--- config.mk ---
export PLATFORM = sky130hd
export DESIGN_NAME = pc_fetch_unit
export DESIGN_NICKNAME = d
export VERILOG_FILES = /design/src/rtl/pc_fetch_unit_pkg.sv /design/src/rtl/pc_fetch_unit_next_mux.sv /design/src/rtl/pc_fetch_unit.sv
export SDC_FILE = /design/constraint.sdc
export NUM_CORES = 1
export LEC_CHECK = 0
export BUFFER_PORTS_ARGS = -buffer_cell sky130_fd_sc_hd__buf_2
export CAP_MARGIN = 25
export CORE_ASPECT_RATIO = 0.7
export CORE_MARGIN = 1.5
export CORE_UTILIZATION = 40
export DETAILED_ROUTE_END_ITERATION = 10
export PLACE_DENSITY = 0.71
export SLEW_MARGIN = 20
export SYNTH_ARGS = -nofsm -noshare
export SYNTH_HDL_FRONTEND = slang
export SYNTH_SLANG_ARGS = --single-unit
--- constraint.sdc ---
create_clock -name clk -period 3 [get_ports clk]
set_input_delay 0.45 -clock clk [delete_from_list [all_inputs] [get_ports clk]]
set_output_delay 0.45 -clock clk [all_outputs]
set_load 0.05 [all_outputs]
--- src/rtl/pc_fetch_unit_pkg.sv ---
// Shared encodings for the fetch stage: next-PC selector, fetch FSM states
// and the selected-next-PC bundle passed from the mux to the fetch unit.
package pc_fetch_unit_pkg;

  typedef enum logic [1:0] {
    PC_SEL_BRANCH = 2'b00,
    PC_SEL_JALR   = 2'b01,
    PC_SEL_SEQ    = 2'b10,
    PC_SEL_HALT   = 2'b11
  } pc_sel_e;

  typedef enum logic [1:0] {
    ST_RUN  = 2'b00,
    ST_WAIT = 2'b01,
    ST_HALT = 2'b10
  } fetch_state_e;

  typedef struct packed {
    logic [31:0] pc;
    logic        redirect;
  } next_pc_t;

endpackage

--- src/rtl/pc_fetch_unit_next_mux.sv ---
// Combinational next-PC selection; flags redirects so the fetch FSM can flush.
module pc_next_mux
  import pc_fetch_unit_pkg::*;
(
  input  logic [1:0]  pc_sel,
  input  logic [31:0] pc,
  input  logic [31:0] branch_target,
  input  logic [31:0] jalr_target,
  output next_pc_t    nxt
);

  always_comb begin
    nxt.pc       = pc;
    nxt.redirect = 1'b0;
    unique case (pc_sel_e'(pc_sel))
      PC_SEL_BRANCH: begin
        nxt.pc       = branch_target;
        nxt.redirect = 1'b1;
      end
      PC_SEL_JALR: begin
        // JALR clears bit 0 only; bit 1 misalignment is passed through untouched.
        nxt.pc       = jalr_target & ~32'd1;
        nxt.redirect = 1'b1;
      end
      PC_SEL_SEQ: nxt.pc = pc + 32'd4;
      default:    nxt.pc = pc;
    endcase
  end

endmodule

--- src/rtl/pc_fetch_unit.sv ---
// Fetch PC register and RUN/WAIT/HALT request FSM. Priority per cycle:
// redirect > stall > halt > sequential advance (gated by imem_ready).
module pc_fetch_unit
  import pc_fetch_unit_pkg::*;
#(
  parameter logic [31:0] RESET_PC = 32'h0000_0000
) (
  input  logic        clk,
  input  logic        rst,
  input  logic [1:0]  pc_sel,
  input  logic [31:0] branch_target,
  input  logic [31:0] jalr_target,
  input  logic        stall,
  output logic        imem_req,
  output logic [31:0] imem_addr,
  input  logic        imem_ready,
  output logic [31:0] pc,
  output logic        flush,
  output logic        halted
);

  fetch_state_e state, state_nxt;
  logic [31:0]  pc_q, pc_nxt;
  logic         flush_q, flush_nxt;
  next_pc_t     mux;

  pc_next_mux u_next_mux (
    .pc_sel        (pc_sel),
    .pc            (pc_q),
    .branch_target (branch_target),
    .jalr_target   (jalr_target),
    .nxt           (mux)
  );

  always_ff @(posedge clk) begin
    if (rst) begin
      state   <= ST_RUN;
      pc_q    <= RESET_PC;
      flush_q <= 1'b0;
    end else begin
      state   <= state_nxt;
      pc_q    <= pc_nxt;
      flush_q <= flush_nxt;
    end
  end

  always_comb begin
    state_nxt = state;
    pc_nxt    = pc_q;
    flush_nxt = 1'b0;
    unique case (state)
      ST_HALT: ;
      default: begin
        // A redirect abandons any outstanding request, so it is taken even from WAIT.
        if (mux.redirect) begin
          pc_nxt    = mux.pc;
          flush_nxt = 1'b1;
          state_nxt = ST_RUN;
        end else if (stall) begin
          state_nxt = state;
        end else if (pc_sel == PC_SEL_HALT) begin
          state_nxt = ST_HALT;
        end else if (imem_ready) begin
          pc_nxt    = mux.pc;
          state_nxt = ST_RUN;
        end else begin
          state_nxt = ST_WAIT;
        end
      end
    endcase
  end

  assign imem_req  = (state != ST_HALT);
  assign halted    = (state == ST_HALT);
  assign imem_addr = pc_q;
  assign pc        = pc_q;
  assign flush     = flush_q;

endmodule

==> results of run 1 <==
cells by family after synthesis:
group | share of synthesized area
adders and majority gates | 0.02219
DFF | 0.2486
buffers and inverters | 0.1385
AOI/OAI and AO/OA | 0.2703
muxes | 0.003551
and+or+nand+nor | 0.3169
per-stage QoR:
step / power, mW / hold slack (ns)
after floorplan: 1.007 / 0.4456
after global placement: 1.131 / 0.4634
after detailed placement: 1.140 / 0.4814
after CTS: 1.462 / 0.4321
after global routing: 1.528 / 0.4399
final: 1.455 / 0.4394
per-layer routing:
layer / share of wire / vias up / GRT usage
li1: - / 1619 / -
met1: 0.48 / 1503 / 0.3436
met2: 0.43 / 170 / 0.3406
met3: 0.084 / 9 / 0.05172
met4: 0.0081 / 0 / 0.06306
met5: 0 / - / 0
critical path, delay by kind of cell (launching register included):
kind,cells,cell delay [ns]
DFF,1,0.46
AOI/OAI and AO/OA,2,0.38
and+or+nand+nor,3,1.01
adders and majority gates,1,0.26
cells in the final DEF (no fill, tap or decap), drive strengths merged, types with 7 or more instances in the layout:
master / count
and3: 13
a31oi: 7
dfxtp: 35
nor2: 33
nor3: 13
o21ai: 27
nand2: 37
nand4: 14
buf: 144
nand3: 29
o211ai: 7
nor4: 7
a21oi: 43
inv: 11
power groups by stage:
stage	registers [mW]	clock network, mW	logic (mW)
after floorplan	0.658	0	0.350
after global placement	0.561	0	0.570
after detailed placement	0.564	0	0.577
after CTS	0.553	0.331	0.578
after global routing	0.562	0.348	0.618
final	0.554	0.322	0.578
sequential cells by signal, indices dropped and copies added (netlist names):
register	flops
imem_addr	32
state	2
flush	1
final timing paths:
check,from,end,cells after the start
setup reg to reg,imem_addr[2],imem_addr[30],6
hold / removal,branch_target[0],imem_addr[0],3
setup / recovery,imem_addr[2],imem_addr[30],6
hold reg to reg,state[0],state[0],2
area by class of cell:
| class | count | area, um2 | share of cell area |
|---|---|---|---|
| sequential | 35 | 700.7 | 0.2059 |
| tap | 94 | 117.6 | 0.03456 |
| multi-input combinational | 295 | 1728 | 0.5077 |
| inverter | 11 | 41.29 | 0.01213 |
| timing repair buffer | 144 | 743.2 | 0.2184 |
| clock buffer | 6 | 72.57 | 0.02132 |
==> results.json, run 1 <==
{
  "status": "complete, no violations",
  "critical-path-max-stage-delay_ns": 0.55,
  "cellPowerDensity_nw_per_um2": 427.5,
  "overflow": 0,
  "post-route-util": 0.5014,
  "die_x_um": 103.3,
  "dieArea_um2": 7568,
  "die_h_um": 73.24,
  "tritoncts": "done",
  "synth_cell_type_count": 56,
  "endpoint_kind": "flip-flop",
  "grt_pass1_vias": 2786,
  "postCtsHoldBufs": 0,
  "synth.top_cell.area_share": 0.2486,
  "p_sw_mw": 0.6400,
  "finalHoldViolCount": 0,
  "startpoint_type": "flip-flop",
  "viasPerCell": 5.643,
  "ys.flop_type": "dfxtp_1",
  "setup_violations": 0,
  "dp_hpwl_mm": 6.589,
  "netlist_instances": 400,
  "synth_edf_count": 0,
  "dp_cells": 579,
  "antenna_cells": 0,
  "drc": 0,
  "num-fill-cells": 708,
  "arrival_ns": 2.39,
  "core_area_um2": 6788,
  "period_share": 0.7552,
  "p_seq_frac": 0.381,
  "worstSkewPairLatency_ns": 0.28,
  "yosys_warnings": 0,
  "antenna_found_initial": 0,
  "p_int_mw": 0.8150,
  "cts_resized": 0,
  "fin_area_um2": 3403,
  "pwr-share-comb": 0.397,
  "cts_buffers": 5,
  "period_minus_slack_ns": 2.266,
  "drive_gt1_frac": 0.3360,
  "grt_pass1_wl_mm": 13.80,
  "reg2reg_slack_ns": 0.73,
  "routed_wl_mm": 8.940,
  "track_usage": 0.2334,
  "firstDrtPassIters": 5,
  "relSlewSlack": 0.4555,
  "final.setup_skew_ns": 0.005753,
  "synth_fp_nets": 475,
  "clock.fmax_mhz": 441.4,
  "yosysMostFrequentCell": "a21oi_1",
  "vdd_drop_max_mv": 0.2265,
  "initial_core_util": 0.4153,
  "critPathSlowestCell": "or4_4",
  "vias": 3301,
  "wl_per_cell_um": 15.28,
  "clk_path_buf_depth": 2,
  "finalMaxSlewViolations": 0,
  "finalWorstSetupSlack_ns": 0.7343,
  "fin_nets": 567,
  "synthArstFlopShare": 0,
  "holdCritPathClass": "primary input to flip-flop",
  "io_pins": 137,
  "tightest_slew_ns": 0.8167,
  "synth_common_cells": "a21oi_1, nand2_1, dfxtp_1",
  "place_congestion": 0.8528,
  "crit_required_ns": 3.12,
  "placementRows": 25,
  "cap_violations": 0,
  "setup-tns-final_ns": 0,
  "ys_ff_latch": 35,
  "switching_share": 0.4399,
  "ant_nets": 0,
  "clk_pin_slew_ns": 0.07,
  "synth.cell_area_um2": 2819,
  "synth_area_leader_cell": "dfxtp_1",
  "critPathKind": "flip-flop to flip-flop",
  "port_buffers": 135,
  "grt_max_degree": 44,
  "drt_iter0_drc": 240,
  "cts.htree.levels": 2,
  "area_growth_syn_to_layout_pct": 20.73,
  "power.leakage_nw": 1.561,
  "clockPowerShare": 0.222,
  "rsz0062_at_grt": "no",
  "path_cells": "ha_1 -> and3_1 -> nand4_4 -> or4_4 -> o31ai_2 -> a221oi_1",
  "post-place-ws_ns": 0.4664,
  "cts_setup_buffers": 0,
  "post_dp_cell_area_um2": 3331,
  "clock-root-buffer": "clkbuf_8",
  "clock_sinks": 35,
  "cp_max_fo": 8,
  "finalNonFillerCells": 585,
  "ys_seq_area_frac": 0.2486,
  "syn_area_per_cell_um2": 7.047,
  "synth_area_leaders": "dfxtp_1, buf_4, a21oi_1"
}
Note: power is estimated with default switching activity, not from simulation.
==> run 2: changes to the inputs <==
clock period = 2.35 ns   (was 3 ns; I/O delays follow)
==> results.json, run 2 (synthesis gave the netlist of run 1 again) <==
{
  "tightest_slew_ns": 0.6342,
  "layout_commonest_cell": "buf_2",
  "finalHoldViolCount": 0,
  "crit_required_ns": 2.48,
  "clk_path_buf_depth": 2,
  "clk_pin_slew_ns": 0.07,
  "postCtsHoldBufs": 0,
  "cap_violations": 0,
  "cts_setup_buffers": 0,
  "die_h_um": 73.24,
  "die_x_um": 103.3,
  "firstDrtPassIters": 5,
  "vias": 3398,
  "cellPowerDensity_nw_per_um2": 540.7,
  "area_growth_syn_to_layout_pct": 24.15,
  "initial_core_util": 0.4153,
  "final.setup_skew_ns": 0.007041,
  "critPathSlowestCell": "or4_4",
  "viasPerCell": 5.701,
  "grt_pass1_vias": 3020,
  "setup-tns-final_ns": 0,
  "startpoint_type": "flip-flop",
  "ant_nets": 0,
  "core_area_um2": 6788,
  "clock-root-buffer": "clkbuf_8",
  "overflow": 0,
  "power.leakage_nw": 1.623,
  "largest_reg_flops": 32,
  "drt_iter0_drc": 247,
  "io_pins": 137,
  "num-fill-cells": 686,
  "cp_max_fo": 8,
  "period_share": 0.9017,
  "drive_gt1_frac": 0.3526,
  "worstSkewPairLatency_ns": 0.29,
  "dp_hpwl_mm": 6.881,
  "fin_nets": 578,
  "cts_buffers": 5,
  "track_usage": 0.2510,
  "wl_per_cell_um": 15.47,
  "routed_wl_mm": 9.220,
  "finalPower_mw": 1.892,
  "critPathKind": "flip-flop to flip-flop",
  "critical-path-max-stage-delay_ns": 0.54,
  "dieArea_um2": 7568,
  "clock_sinks": 35,
  "final_cell_mix": "buf_2, a21oi_1, nand2_1",
  "place_congestion": 0.8627,
  "path_cells": "ha_1 -> and3_1 -> nand4_4 -> or4_4 -> o31ai_2 -> a221oi_1",
  "antenna_found_initial": 0,
  "period_minus_slack_ns": 2.119,
  "port_buffers": 135,
  "rsz0062_at_grt": "no",
  "setup_violations": 0,
  "grt_pass1_wl_mm": 14.82,
  "relSlewSlack": 0.5772,
  "status": "complete, no violations",
  "cts_resized": 0,
  "arrival_ns": 2.25,
  "tritoncts": "done",
  "placementRows": 25,
  "drc": 0,
  "clock.fmax_mhz": 471.9,
  "grt_max_degree": 34,
  "antenna_cells": 0,
  "vdd_drop_max_mv": 0.2105,
  "cts.htree.levels": 2,
  "endpoint_kind": "flip-flop",
  "finalMaxSlewViolations": 0,
  "holdCritPathClass": "primary input to flip-flop"
}
==> run 2: changes by cell type in the layout (fill, tap and decap cells not counted), sizes merged <==
| cell | change |
|---|---|
| buf | +11 |
==> run 2: worst paths after layout <==
check / start / to / slack (ns) / depth (start not counted)
worst max-delay path: imem_addr[2] / imem_addr[30] / 0.23 / 6
worst min-delay path: branch_target[0] / imem_addr[0] / 0.33 / 3
worst max register to register: imem_addr[2] / imem_addr[30] / 0.23 / 6
worst min register to register: state[0] / state[0] / 0.48 / 2
==> run 2: stage by stage <==
step | std cells | hold WS (ns) | setup slack (ns) | util | area [um2]
after detailed placement | 590 | 0.4687 | 0.2448 | 0.5049 | 3427
after global routing | 596 | 0.3635 | 0.1088 | 0.5156 | 3500
final | 596 | 0.3339 | 0.2310 | 0.5156 | 3500
after CTS | 596 | 0.3291 | 0.2464 | 0.5156 | 3500
after global placement | 590 | 0.4623 | 0.3057 | 0.5049 | 3427
after floorplan | 400 | 0.4456 | 0.001255 | - | 2820
==> run 2: power by group <==
group,internal (mW),switching [mW]
registers,0.636,0.0672
clock network,0.198,0.218
logic,0.228,0.546
==> run 2: layout make-up <==
type | instances | area (um2) | share of cell area
Timing Repair Buffer | 155 | 838.3 | 0.2395
Sequential cell | 35 | 701.9 | 0.2006
Clock buffer | 6 | 72.57 | 0.02074
Multi-Input combinational cell | 295 | 1728 | 0.4937
Tap cell | 94 | 117.6 | 0.03361
Inverter | 11 | 41.29 | 0.01180
==> run 2: worst max-delay path, delay by kind of cell, from the launching register on <==
| kind | cells | cell delay, ns |
|---|---|---|
| AND/OR/NAND/NOR | 3 | 0.98 |
| flip-flops | 1 | 0.40 |
| AO/OA/AOI/OAI | 2 | 0.33 |
| adder cells (fa/ha/maj) | 1 | 0.24 |
==> run 2: layer usage <==
| metal | part of all wire | up-vias | global-route usage | wire length (um) |
|---|---|---|---|---|
| li1 | - | 1646 | - | - |
| met1 | 0.48 | 1549 | 0.3718 | 4452 |
| met2 | 0.42 | 183 | 0.3684 | 3841 |
| met3 | 0.088 | 20 | 0.05651 | 814 |
| met4 | 0.012 | 0 | 0.05856 | 111 |
| met5 | 0 | - | 0 | 0 |
